`config.mk`:
```
export PLATFORM = sky130hd
export DESIGN_NAME = rf_write_arbiter
export DESIGN_NICKNAME = d
export VERILOG_FILES = /design/src/rtl/rf_pkg.sv /design/src/rtl/rr_arbiter.sv /design/src/rtl/rf_write_arbiter.sv
export SDC_FILE = /design/constraint.sdc
export NUM_CORES = 1
export LEC_CHECK = 0
export ABC_AREA = 1
export CORE_AREA = 2 2 113 115
export DETAILED_ROUTE_END_ITERATION = 10
export DIE_AREA = 0 0 115 117
export HOLD_SLACK_MARGIN = 0.1
export PLACE_DENSITY = 0.74
export RECOVER_POWER = 50
export SLEW_MARGIN = 20
export SYNTH_ARGS = -nofsm -noshare
export SYNTH_HDL_FRONTEND = slang
export SYNTH_SLANG_ARGS = --single-unit
```
`constraint.sdc`:
```
create_clock -name CLK -period 3.2 [get_ports CLK]
set_input_delay 0.48 -clock CLK [delete_from_list [all_inputs] [get_ports CLK]]
set_output_delay 0.48 -clock CLK [all_outputs]
set_load 0.01 [all_outputs]
```
`src/rtl/rf_pkg.sv`:
```
// Shared register-file types and constants for the write-port arbiter slice.
package rf_pkg;

    localparam int unsigned RF_ADDR_W = 4;
    localparam int unsigned RF_DATA_W = 32;
    localparam logic [RF_ADDR_W-1:0] RF_PC_ADDR = 4'hF;

    // One write-stage entry headed for the register file's port A
    typedef struct packed {
        logic                 valid;
        logic [RF_ADDR_W-1:0] addr;
        logic [RF_DATA_W-1:0] data;
    } wrCmd_t;

    // True when a live write targets the given read address
    function automatic logic addrHit(input logic                 wrValid,
                                     input logic [RF_ADDR_W-1:0] wrAddr,
                                     input logic [RF_ADDR_W-1:0] rdAddr);
        return wrValid && (wrAddr == rdAddr);
    endfunction

endpackage

```
`src/rtl/rr_arbiter.sv`:
```
// Parameterised N-way round-robin grant with a last-grant pointer.
// The scan starts one past the last granted index; pointer moves only on advance.
module rr_arbiter #(
    parameter int unsigned N = 3
) (
    input  logic         clk,
    input  logic         rst,
    input  logic [N-1:0] reqVec,
    input  logic         advance,
    output logic [N-1:0] grant
);

    localparam int unsigned IDX_W = (N > 1) ? $clog2(N) : 1;

    logic [IDX_W-1:0] lastGrant;
    logic [IDX_W-1:0] grantIdx;
    logic             found;
    int unsigned      idx;

    // First requester after the pointer wins; at most one grant bit set
    always_comb begin
        grant    = '0;
        grantIdx = '0;
        found    = 1'b0;
        idx      = 0;
        for (int unsigned k = 1; k <= N; k++) begin
            idx = (32'(lastGrant) + k) % N;
            if (!found && reqVec[IDX_W'(idx)]) begin
                found                = 1'b1;
                grant[IDX_W'(idx)]   = 1'b1;
                grantIdx             = IDX_W'(idx);
            end
        end
    end

    // Pointer resets to N-1 so index 0 has first priority
    always_ff @(posedge clk) begin
        if (rst) begin
            lastGrant <= IDX_W'(N - 1);
        end else if (advance && found) begin
            lastGrant <= grantIdx;
        end
    end

endmodule

```
`src/rtl/rf_write_arbiter.sv`:
```
// Round-robin sharing of the register file's single write port (port A).
// A granted request is staged for one cycle, then written through port A while
// reads of the same address are bypassed and other port-A reads stall.
// Optional feature macro: RF_ARB_PC_PRIORITY_EN (writes to R15 jump the queue).
module rf_write_arbiter
    import rf_pkg::*;
#(
    parameter int unsigned N_REQ = 3
) (
    input  logic                         CLK,
    input  logic                         CLR,
    input  logic [N_REQ-1:0]             req_valid,
    input  logic [RF_ADDR_W*N_REQ-1:0]   req_addr,
    input  logic [RF_DATA_W*N_REQ-1:0]   req_data,
    output logic [N_REQ-1:0]             req_ready,
    input  logic                         rd_valid_a,
    input  logic [RF_ADDR_W-1:0]         rd_addr_a,
    input  logic [RF_ADDR_W-1:0]         rd_addr_b,
    output logic [RF_DATA_W-1:0]         rd_data_a,
    output logic [RF_DATA_W-1:0]         rd_data_b,
    output logic                         rd_stall_a,
    output logic [RF_ADDR_W-1:0]         rf_addressA,
    output logic [RF_ADDR_W-1:0]         rf_addressB,
    output logic [RF_DATA_W-1:0]         rf_inputData,
    output logic                         rf_RW,
    input  logic [RF_DATA_W-1:0]         rf_outA,
    input  logic [RF_DATA_W-1:0]         rf_outB
);

    logic [N_REQ-1:0]     rrGrant;
    logic [N_REQ-1:0]     grantVec;
    logic                 rrAdvance;
    logic                 accept;
    logic [RF_ADDR_W-1:0] selAddr;
    logic [RF_DATA_W-1:0] selData;
    wrCmd_t               wrCmd;
    logic                 effValid;

    rr_arbiter #(
        .N (N_REQ)
    ) u_rrArbiter (
        .clk     (CLK),
        .rst     (CLR),
        .reqVec  (req_valid),
        .advance (rrAdvance),
        .grant   (rrGrant)
    );

`ifdef RF_ARB_PC_PRIORITY_EN
    logic [N_REQ-1:0] pcGrant;
    logic             pcFound;

    // Lowest-index request to R15 overrides round-robin without moving the pointer
    always_comb begin
        pcGrant = '0;
        pcFound = 1'b0;
        for (int unsigned i = 0; i < N_REQ; i++) begin
            if (!pcFound && req_valid[i] &&
                (req_addr[i*RF_ADDR_W +: RF_ADDR_W] == RF_PC_ADDR)) begin
                pcFound    = 1'b1;
                pcGrant[i] = 1'b1;
            end
        end
        grantVec  = pcFound ? pcGrant : rrGrant;
        rrAdvance = !pcFound;
    end
`else
    // Pure round-robin grant
    always_comb begin
        grantVec  = rrGrant;
        rrAdvance = 1'b1;
    end
`endif

    assign req_ready = grantVec;
    assign accept    = |grantVec;

    // One-hot select of the granted requester's address and data
    always_comb begin
        selAddr = '0;
        selData = '0;
        for (int unsigned i = 0; i < N_REQ; i++) begin
            if (grantVec[i]) begin
                selAddr = selAddr | req_addr[i*RF_ADDR_W +: RF_ADDR_W];
                selData = selData | req_data[i*RF_DATA_W +: RF_DATA_W];
            end
        end
    end

    // Write stage; anything accepted during CLR is dropped
    always_ff @(posedge CLK) begin
        if (CLR) begin
            wrCmd <= '0;
        end else begin
            wrCmd.valid <= accept;
            if (accept) begin
                wrCmd.addr <= selAddr;
                wrCmd.data <= selData;
            end
        end
    end

    // A staged entry is discarded (never written) if CLR arrives while it is pending
    assign effValid = wrCmd.valid && !CLR;

    assign rf_RW        = effValid;
    assign rf_addressA  = effValid ? wrCmd.addr : rd_addr_a;
    assign rf_addressB  = rd_addr_b;
    assign rf_inputData = CLR ? '0 : wrCmd.data;

    // Bypass: in-flight data replaces stale register contents on an address match
    assign rd_data_b  = addrHit(effValid, wrCmd.addr, rd_addr_b) ? wrCmd.data : rf_outB;
    assign rd_data_a  = effValid ? wrCmd.data : rf_outA;
    assign rd_stall_a = rd_valid_a && effValid && (rd_addr_a != wrCmd.addr);

endmodule

```
==> results.json <==
{
  "status": "completed",
  "cts-hold-fix-buffers": 0,
  "track_usage_pct": 20.8,
  "fp-row-count": 41,
  "p_leak_nw": 3.04,
  "synth_seq_cells": 39,
  "cts_tree": "done",
  "drive_above_1_share_pct": 5.07,
  "insertion_delay_ps": 280,
  "num_vias": 4843,
  "coreArea_um2": 12300,
  "min_period_ps": 2970,
  "syn_to_final_growth_pct": 85.6,
  "syn-cell-area_um2": 3610,
  "gp_congestion": 0.843,
  "cts_made_buffers": 5,
  "start_util_pct": 29.3,
  "dp_hpwl_um": 11600,
  "numPlacedInstances": 1049,
  "final_cell_mix": "clkdlybuf4s50_1, nand2_1, nor2_1, dlygate4sd3_1, inv_1",
  "dr.pass1.iters": 5,
  "cts.sinks": 39,
  "fin_skew_ps": 3.46,
  "cts_root_buffer": "clkbuf_16",
  "drtIter0Drc": 206,
  "path_class": "reg2out",
  "grt_overflow": 0,
  "setup_viol": 0,
  "clk_path_buf_depth": 2,
  "max-slew-margin-rel_pct": 4.65,
  "first_global_vias": 4310,
  "drv_slew": 0,
  "finalHoldViolations": 0,
  "mostFrequentLayoutCell": "clkdlybuf4s50_1",
  "critPathArrivalTime_ps": 2490,
  "hold_class": "reg2reg",
  "dieArea_um2": 13500,
  "avgSynthCellArea_um2": 5.66,
  "ys_types": 31,
  "cts_resized": 0,
  "worstPathMaxFanout": 14,
  "post_drt_wl_per_cell_um": 14.1,
  "syn_nets": 827,
  "maxCapViolCount": 0,
  "ys_seq_area_share_pct": 21.6,
  "post_cts_buffers": 0,
  "worst_slack_ps": 231,
  "drc": 0,
  "crit_required_ps": 2720,
  "path_clk_slew_ps": 60,
  "io_pins": 295,
  "grt_pass1_wl_um": 22100,
  "fin_cells": 1057,
  "grt_max_degree": 73,
  "finalCritPeriodShare_pct": 92.8,
  "antennaDiodeCount": 0,
  "ant_nets": 0,
  "io_buffers": 294,
  "htreeDepth": 2,
  "fillers": 1265,
  "power_density_nw_per_um2": 739,
  "worst_setup_path_end_kind": "output pin",
  "peakVddDrop_uv": 381,
  "place_ws_ps": 259,
  "netlist_instances": 637,
  "tightest_slew_ps": 1430,
  "die_x_um": 115,
  "yosys_warnings": 0,
  "setup.worst_path.start_class": "register",
  "antenna_found_initial": 0,
  "rsz0062_at_grt": "false",
  "vias_per_cell": 4.58,
  "fin_nets": 1096,
  "die_y_um": 117,
  "setup_tns_ps": 0,
  "fmax_mhz": 337,
  "wirelength_um": 14900
}
==> registers in the layout (all words and copies together) (netlist names) <==
| signal | flops |
|---|---|
| u_rrArbiter.lastGrant | 2 |
| wrCmd | 37 |
==> cells in the mapped netlist <==
cell type	count	area (µm²)
inv_1	58	218
nand2_1	204	766
nand2_8	1	20.0
clkbuf_1	20	75.1
a221oi_2	1	15.0
nand4_1	2	12.5
buf_1	4	15.0
buf_6	9	101
inv_2	4	15.0
dfxtp_1	39	781
nand2_4	1	11.3
ha_1	4	50.1
buf_2	2	10.0
a21boi_0	9	67.6
inv_4	2	12.5
nor2_1	87	327
a21oi_1	32	160
nand3_2	10	100
o21ai_1	21	105
buf_4	7	52.6
nand3b_1	1	7.51
xnor2_1	5	43.8
nand2_2	6	37.5
a41oi_1	1	8.76
nor2_4	1	11.3
nor3_4	1	16.3
a21boi_1	11	82.6
nor2_8	1	20.0
nor3_1	1	5.00
nand3_1	43	215
o21ai_0	49	245
==> worst max-delay path, cell delays in order (launching register included) <==
cell             delay (ps)
dfxtp_1                 370
inv_1                    80
ha_1                    400
inv_2                   130
nand2_1                  70
nand3_2                  80
nand2_2                  80
nor2_4                  140
nand3_2                 140
nand2_8                 150
clkdlybuf4s50_1         560
==> layout make-up <==
type	instances	area (µm²)	area share, %
Clock buffer	7	153	2.28
Timing Repair Buffer	304	3010	44.9
Inverter	64	245	3.66
Clock inverter	1	7.51	0.112
Multi-Input combinational cell	492	2320	34.6
Sequential cell	39	781	11.7
Tap cell	150	188	2.80
==> cells by family (layout without fill, tap and decap cells) <==
kind of cell	Yosys count	in the layout	share of synthesized area, %
fa+ha+maj	4	4	1.39
flops	39	39	21.6
xor+xnor	5	5	1.21
compound gates	124	124	19.0
simple gates	359	359	42.9
buf+inv	106	376	13.8
==> stage by stage <==
step           area [µm²]  total power [mW]  hold slack (ps)  util (%)
6_report             6700              4.95              475      54.4
4_1_cts              6710              5.12              479      54.5
2_1_floorplan        3610              3.37              456         -
3_3_place_gp         6550              4.55              466      53.2
3_5_place_dp         6550              4.58              471      53.2
5_1_grt              6700              5.46              495      54.4
==> report_power, final <==
group          leakage (nW)  total, mW  internal [mW]  switching, mW
combinational          2.64       3.64           1.38           2.27
sequential            0.324      0.778          0.680         0.0976
clock                0.0761      0.531          0.332          0.199
total                  3.04       4.95           2.39           2.56
==> layer usage <==
metal	vias up	GRT usage, %	wire length, µm
met5	-	0	0
met4	0	5.06	214
met3	15	3.55	931
met2	193	38.2	7560
met1	2093	25.4	6200
li1	2542	-	-
==> worst paths after layout <==
| kind | start | end | slack [ps] | cells after the start |
|---|---|---|---|---|
| setup / recovery | u_rrArbiter.lastGrant[0] | req_ready[1] | 230 | 10 |
| hold / removal | wrCmd[5] | wrCmd[5] | 470 | 2 |
| setup reg to reg | u_rrArbiter.lastGrant[0] | wrCmd[17] | 350 | 12 |
| hold reg to reg | wrCmd[5] | wrCmd[5] | 470 | 2 |
Note: power is estimated with default switching activity, not from simulation.
